## config.mk

```make
export PLATFORM = sky130hd
export DESIGN_NAME = mem_arbiter
export DESIGN_NICKNAME = d
export VERILOG_FILES = /design/src/rtl/cache_pkg.sv /design/src/rtl/cpu_types_pkg.sv /design/src/rtl/mem_arbiter.sv
export SDC_FILE = /design/constraint.sdc
export NUM_CORES = 1
export LEC_CHECK = 0
export CAP_MARGIN = 20
export CORE_AREA = 2 2 103 105
export DETAILED_ROUTE_END_ITERATION = 12
export DIE_AREA = 0 0 105 107
export PLACE_DENSITY = 0.69
export REMOVE_ABC_BUFFERS = 1
export SLEW_MARGIN = 20
export SYNTH_ARGS = -nofsm -noshare
export SYNTH_HDL_FRONTEND = slang
export SYNTH_SLANG_ARGS = --single-unit
```

## constraint.sdc

```tcl
create_clock -name CLK -period 2.6 [get_ports CLK]
set_input_delay 0.52 -clock CLK [delete_from_list [all_inputs] [get_ports CLK]]
set_output_delay 0.52 -clock CLK [all_outputs]
set_load 0.02 [all_outputs]
```

## src/rtl/cache_pkg.sv

```systemverilog
// Cache-side shared definitions: arbiter grant states and the default icache starvation limit.
package cache_pkg;

    typedef enum logic [1:0] {
        IDLE,
        D_GNT,
        I_GNT
    } arb_state_t;

    localparam int ARB_STARVE_LIMIT = 4;

endpackage

```

## src/rtl/cpu_types_pkg.sv

```systemverilog
// Shared CPU-wide types: the memory word and the RAM handshake state.
package cpu_types_pkg;

    typedef logic [31:0] word_t;

    typedef enum logic [1:0] {
        FREE,
        BUSY,
        ACCESS,
        ERROR
    } ramstate_t;

endpackage

```

## src/rtl/mem_arbiter.sv

```systemverilog
// Single-port RAM arbiter between icache and dcache; dcache-first with an icache starvation guard.
// Optional ARB_STATS_EN adds per-side completed-word counters igrant_cnt/dgrant_cnt.
module mem_arbiter
    import cpu_types_pkg::*;
    import cache_pkg::*;
#(
    parameter int STARVE_LIMIT = ARB_STARVE_LIMIT,
    parameter int CNT_W        = 3
) (
    input  logic      CLK,
    input  logic      nRST,
    input  logic      iREN,
    input  word_t     iaddr,
    output word_t     iload,
    output logic      iwait,
    input  logic      dREN,
    input  logic      dWEN,
    input  word_t     daddr,
    input  word_t     dstore,
    output word_t     dload,
    output logic      dwait,
    output logic      ramREN,
    output logic      ramWEN,
    output word_t     ramaddr,
    output word_t     ramstore,
    input  word_t     ramload,
    input  ramstate_t ramstate,
`ifdef ARB_STATS_EN
    output word_t     igrant_cnt,
    output word_t     dgrant_cnt,
`endif
    output logic      bus_err
);

    arb_state_t       state, next_state;
    logic [CNT_W-1:0] istarve_cnt;
    logic             d_req, ram_done, starved, d_done, i_done;

    assign d_req    = dREN | dWEN;
    assign ram_done = (ramstate == ACCESS) || (ramstate == ERROR);
    assign starved  = iREN && (istarve_cnt == CNT_W'(STARVE_LIMIT));

    always_ff @(posedge CLK, negedge nRST) begin
        if (!nRST) state <= IDLE;
        else       state <= next_state;
    end

    // A granted side that drops its request aborts back to IDLE without completing.
    always_comb begin
        next_state = state;
        iwait      = 1'b1;
        dwait      = 1'b1;
        iload      = '0;
        dload      = '0;
        ramREN     = 1'b0;
        ramWEN     = 1'b0;
        ramaddr    = '0;
        ramstore   = '0;
        d_done     = 1'b0;
        i_done     = 1'b0;
        case (state)
            IDLE: begin
                if (d_req && !starved) next_state = D_GNT;
                else if (iREN)         next_state = I_GNT;
            end
            D_GNT: begin
                ramREN   = dREN & ~dWEN;
                ramWEN   = dWEN;
                ramaddr  = daddr;
                ramstore = dstore;
                if (!d_req) begin
                    next_state = IDLE;
                end else if (ram_done) begin
                    dwait      = 1'b0;
                    dload      = ramload;
                    d_done     = 1'b1;
                    next_state = IDLE;
                end
            end
            I_GNT: begin
                ramREN  = iREN;
                ramaddr = iaddr;
                if (!iREN) begin
                    next_state = IDLE;
                end else if (ram_done) begin
                    iwait      = 1'b0;
                    iload      = ramload;
                    i_done     = 1'b1;
                    next_state = IDLE;
                end
            end
            default: next_state = IDLE;
        endcase
    end

    // Saturating count of dcache words served while the icache keeps waiting.
    always_ff @(posedge CLK, negedge nRST) begin
        if (!nRST)                 istarve_cnt <= '0;
        else if (!iREN || i_done)  istarve_cnt <= '0;
        else if (d_done && (istarve_cnt != CNT_W'(STARVE_LIMIT)))
                                   istarve_cnt <= istarve_cnt + 1'b1;
    end

    always_ff @(posedge CLK, negedge nRST) begin
        if (!nRST)                                       bus_err <= 1'b0;
        else if ((d_done || i_done) && ramstate == ERROR) bus_err <= 1'b1;
    end

`ifdef ARB_STATS_EN
    always_ff @(posedge CLK, negedge nRST) begin
        if (!nRST) begin
            igrant_cnt <= '0;
            dgrant_cnt <= '0;
        end else begin
            if (i_done) igrant_cnt <= igrant_cnt + 1'b1;
            if (d_done) dgrant_cnt <= dgrant_cnt + 1'b1;
        end
    end
`endif

endmodule

```

==> out/metrics.sh <==
FIRST_ITER_VIOLATIONS=70
HTREE_LEVELS=1
CTSLONGESTPATHBUFFERS=2
FINALCLOCKSKEW_NS=0.0000687
CTS_ROOT_BUFFER='sky130_fd_sc_hd__clkbuf_8'
POWER_SWITCHING_SHARE=0.473
PLACEMENTROWS=37
SYNTH-SEQ-AREA-SHARE=0.0949
HOLDWS_NS=0.471
POWER_DENSITY_mW_PER_MM2=555
DIE_HEIGHT_UM=107
TRITONCTS_CLOCK_TREE='built'
SYNTH_AREA_MM2=0.00158
POSTLAYOUTCOREUTIL=0.452
CP-END-KIND='output pin'
POST-ROUTE-PERIOD-UTIL=0.974
CRITICAL_PATH_REQUIRED_NS=2.08
GRT_ANTENNA_BEFORE_REPAIR=0
GRT_PASS1_VIAS=2552
GRT_FIRST_PASS_WIRELENGTH_MM=14.1
CRITICAL_PATH.MAX_FANOUT=33
TRITONCTS_NUM_SINKS=6
DRT_PRE_ANTENNA_ITERS=4
GRT_UTIL_ALL_LAYERS=0.157
FINAL.MIN_CLOCK_PERIOD_NS=2.53
AREA_OVERHEAD_OF_THE_LAYOUT_RELATIVE_TO_SYNTHESIS_PCT=188
NUM_IO_PINS=268
DESIGN.DIE.AREA_MM2=0.0112
POST_DRT_VIA_CELL_RATIO=4.13
REPORT.POWER.TOTAL_W=0.00253
PLACE.GP.CONGESTION=0.825
INTERNAL_POWER_W=0.00133
P_SEQ_FRAC=0.051
YOSYS_WARNINGS=0
GLOBALROUTE.TOTALOVERFLOW=0
CLOCK.FMAX_MHz=395
PLACE.PORT_BUFFERS=267
YS_SEQ_ELEMENTS=6
POWER.SWITCHING_W=0.00120
AVGSYNTHCELLAREA_UM2=6.91
SHARE_CLK_OF_TOTAL_POWER=0.056
DIE-WIDTH_UM=105
FINAL-HOLD-VIOLATION-COUNT=0
MIN-DELAY-PATH-CLASS='reg -> reg'
CRIT_ARRIVAL_NS=2.01
DRCVIOLATIONCOUNT=0
IRDROPWORSTVDD_uV=398
PIN_COUNT_OF_THE_BIGGEST_NET_ENTERING_GLOBAL_ROUTING=37
WORST-SETUP-PATH-TYPE='in -> out'
SETUP_REPAIR_AFTER_GLOBAL_ROUTING_MISSED_ITS_MARGIN='false'
NUMBER_OF_NETS_AT_THE_END_OF_THE_FLOW=635
DP.FINAL_HPWL_MM=8.17
WL_PER_CELL_UM=15.1
MAX-SLEW-MARGIN-REL=0.757
DETAILROUTE.VIA_COUNT=2592
SETUP_TNS_NS=0
SYNTHESIS.INSTANCES=229
CLOCK_LATENCY_NS=0.22
SYNTH_CELL_TYPE_COUNT=25
FINAL_MAX_SLEW_VIOL_COUNT=0
COMBINATIONALPOWERSHARE=0.893
DRT.ANTENNA.VIOLATING_NETS=0
CTS_BUFFERS=3
DRV.MAX_CAP_VIOLATION_COUNT=0
START_UTIL=0.157
POWER_LEAKAGE_nW=2.70
WORST_PIN_SLEW_NS=0.364
DRT-TOTAL-WL_MM=9.46
COREAREA_MM2=0.0101
SETUP_WS_NS=0.0671
DRIVE_ABOVE_1_SHARE=0.0467
CTS.REPORTEDPATHS.CLKPINSLEW_NS=0.04
POSTCTSSETUPBUFFERS=0
ANTENNA_CELLS=0
PLACEMENT.SETUP.WORST_SLACK_NS=-0.141
TIMING.FINAL.SETUP_VIOLATIONS=0
STATUS='completed'
CRITPATHLAUNCHTYPE='primary input'
critical path, stage by stage:
cell and delay (ns):
sky130_fd_sc_hd__clkdlybuf4s50_1 0.45, sky130_fd_sc_hd__and3_1 0.23, sky130_fd_sc_hd__buf_12 0.16, sky130_fd_sc_hd__inv_1 0.05, sky130_fd_sc_hd__clkdlybuf4s50_1 0.59
per-stage QoR:
| step | cell area (um^2) | instances |
|---|---|---|
| floorplan | 1490 | 209 |
| global placement | 4500 | 625 |
| detailed placement | 4500 | 625 |
| CTS | 4450 | 628 |
| global route | 4560 | 628 |
| finish | 4560 | 628 |
cell usage after synthesis:
| library cell | count | share of area |
|---|---|---|
| sky130_fd_sc_hd__and2_1 | 97 | 0.38 |
| sky130_fd_sc_hd__nor2b_1 | 33 | 0.13 |
| sky130_fd_sc_hd__a22oi_1 | 32 | 0.15 |
| sky130_fd_sc_hd__buf_2 | 10 | 0.032 |
| sky130_fd_sc_hd__nand2_1 | 9 | 0.021 |
| sky130_fd_sc_hd__clkbuf_1 | 8 | 0.019 |
| sky130_fd_sc_hd__dfrtp_1 | 6 | 0.095 |
| sky130_fd_sc_hd__ha_1 | 6 | 0.047 |
| sky130_fd_sc_hd__inv_1 | 6 | 0.014 |
| sky130_fd_sc_hd__a21boi_1 | 2 | 0.0095 |
| sky130_fd_sc_hd__buf_4 | 2 | 0.0095 |
| sky130_fd_sc_hd__mux2i_1 | 2 | 0.013 |
| sky130_fd_sc_hd__nand3b_1 | 2 | 0.0095 |
| sky130_fd_sc_hd__nor2_1 | 2 | 0.0047 |
| sky130_fd_sc_hd__o21ai_1 | 2 | 0.0063 |
| sky130_fd_sc_hd__a211oi_2 | 1 | 0.0079 |
| sky130_fd_sc_hd__a21oi_1 | 1 | 0.0032 |
| sky130_fd_sc_hd__a221o_1 | 1 | 0.0063 |
| sky130_fd_sc_hd__a31o_2 | 1 | 0.0055 |
| sky130_fd_sc_hd__a31oi_1 | 1 | 0.0040 |
| sky130_fd_sc_hd__and3_1 | 1 | 0.0040 |
| sky130_fd_sc_hd__and4b_1 | 1 | 0.0063 |
| sky130_fd_sc_hd__o211a_2 | 1 | 0.0063 |
| sky130_fd_sc_hd__o211ai_1 | 1 | 0.0047 |
| sky130_fd_sc_hd__o2bb2ai_1 | 1 | 0.0055 |
metal layers:
metal / global-route usage / wire (um)
met5: 0 / 0
met4: 0.0314 / 109
met3: 0.0468 / 906
met1: 0.166 / 3410
met2: 0.305 / 5040
placed cells by master (no fill, tap or decap), types with 2 or more instances in the layout:
| cell | instances |
|---|---|
| sky130_fd_sc_hd__buf_4 | 9 |
| sky130_fd_sc_hd__clkdlybuf4s50_1 | 151 |
| sky130_fd_sc_hd__a22oi_1 | 32 |
| sky130_fd_sc_hd__nor2_1 | 2 |
| sky130_fd_sc_hd__mux2i_1 | 2 |
| sky130_fd_sc_hd__clkbuf_8 | 3 |
| sky130_fd_sc_hd__and2_1 | 97 |
| sky130_fd_sc_hd__o21ai_1 | 2 |
| sky130_fd_sc_hd__dlygate4sd2_1 | 72 |
| sky130_fd_sc_hd__nand3b_1 | 2 |
| sky130_fd_sc_hd__nand2_1 | 9 |
| sky130_fd_sc_hd__ha_1 | 4 |
| sky130_fd_sc_hd__dfrtp_1 | 6 |
| sky130_fd_sc_hd__dlymetal6s2s_1 | 42 |
| sky130_fd_sc_hd__buf_12 | 6 |
| sky130_fd_sc_hd__inv_1 | 6 |
| sky130_fd_sc_hd__nor2b_1 | 33 |
| sky130_fd_sc_hd__ha_2 | 2 |
| sky130_fd_sc_hd__a21boi_1 | 2 |
registers in the layout, summed over array words and instances, names as in the netlist:
signal / cells
bus_err: 1
istarve_cnt: 3
state: 2
power groups by stage:
stage	clock network (W)	logic [W]	registers (W)
final	0.000140	0.00226	0.000129
after global routing	0.000147	0.00242	0.000132
after CTS	0.000143	0.00234	0.000129
after detailed placement	0	0.00240	0.000130
after global placement	0	0.00238	0.000128
after floorplan	0	0.00114	0.000128
timing repair:
item | in CTS | in global routing
hold buffers | 0 | 0
setup endpoints to repair | 78 | 42
resized for setup | 73 | 42
cell families (layout without fill, tap and decap cells):
kind of cell,Yosys count,count (layout),synth area share
compound gates,44,44,0.211
simple gates,145,145,0.560
flops,6,6,0.0949
fa+ha+maj,6,6,0.0474
mux,2,2,0.0126
buf+inv,26,289,0.0743
worst paths after layout:
path                                      startpoint                          to  slack, ns  cells after the start
max in group asynchronous                       nRST  istarve_cnt[0]$_DFFE_PN0P_       1.84                      1
worst max-delay path                     ramstate[1]                       iwait       0.07                      5
worst min register to register   bus_err$_DFFE_PN0P_         bus_err$_DFFE_PN0P_       0.47                      1
worst max register to register  state[1]$_DFFE_PN0P_  istarve_cnt[2]$_DFFE_PN0P_       0.94                      8
worst min-delay path             bus_err$_DFFE_PN0P_         bus_err$_DFFE_PN0P_       0.47                      1
min in group asynchronous                       nRST         bus_err$_DFFE_PN0P_       0.54                      1
area by class of cell:
| class | instances | area [um^2] |
|---|---|---|
| Fill cell | 1067 | 5530 |
| Timing Repair Buffer | 280 | 2860 |
| Multi-Input combinational cell | 197 | 1320 |
| Tap cell | 136 | 170 |
| Sequential cell | 6 | 150 |
| Clock buffer | 3 | 41.3 |
| Inverter | 6 | 22.5 |
Power figures use the tool's default switching activity.
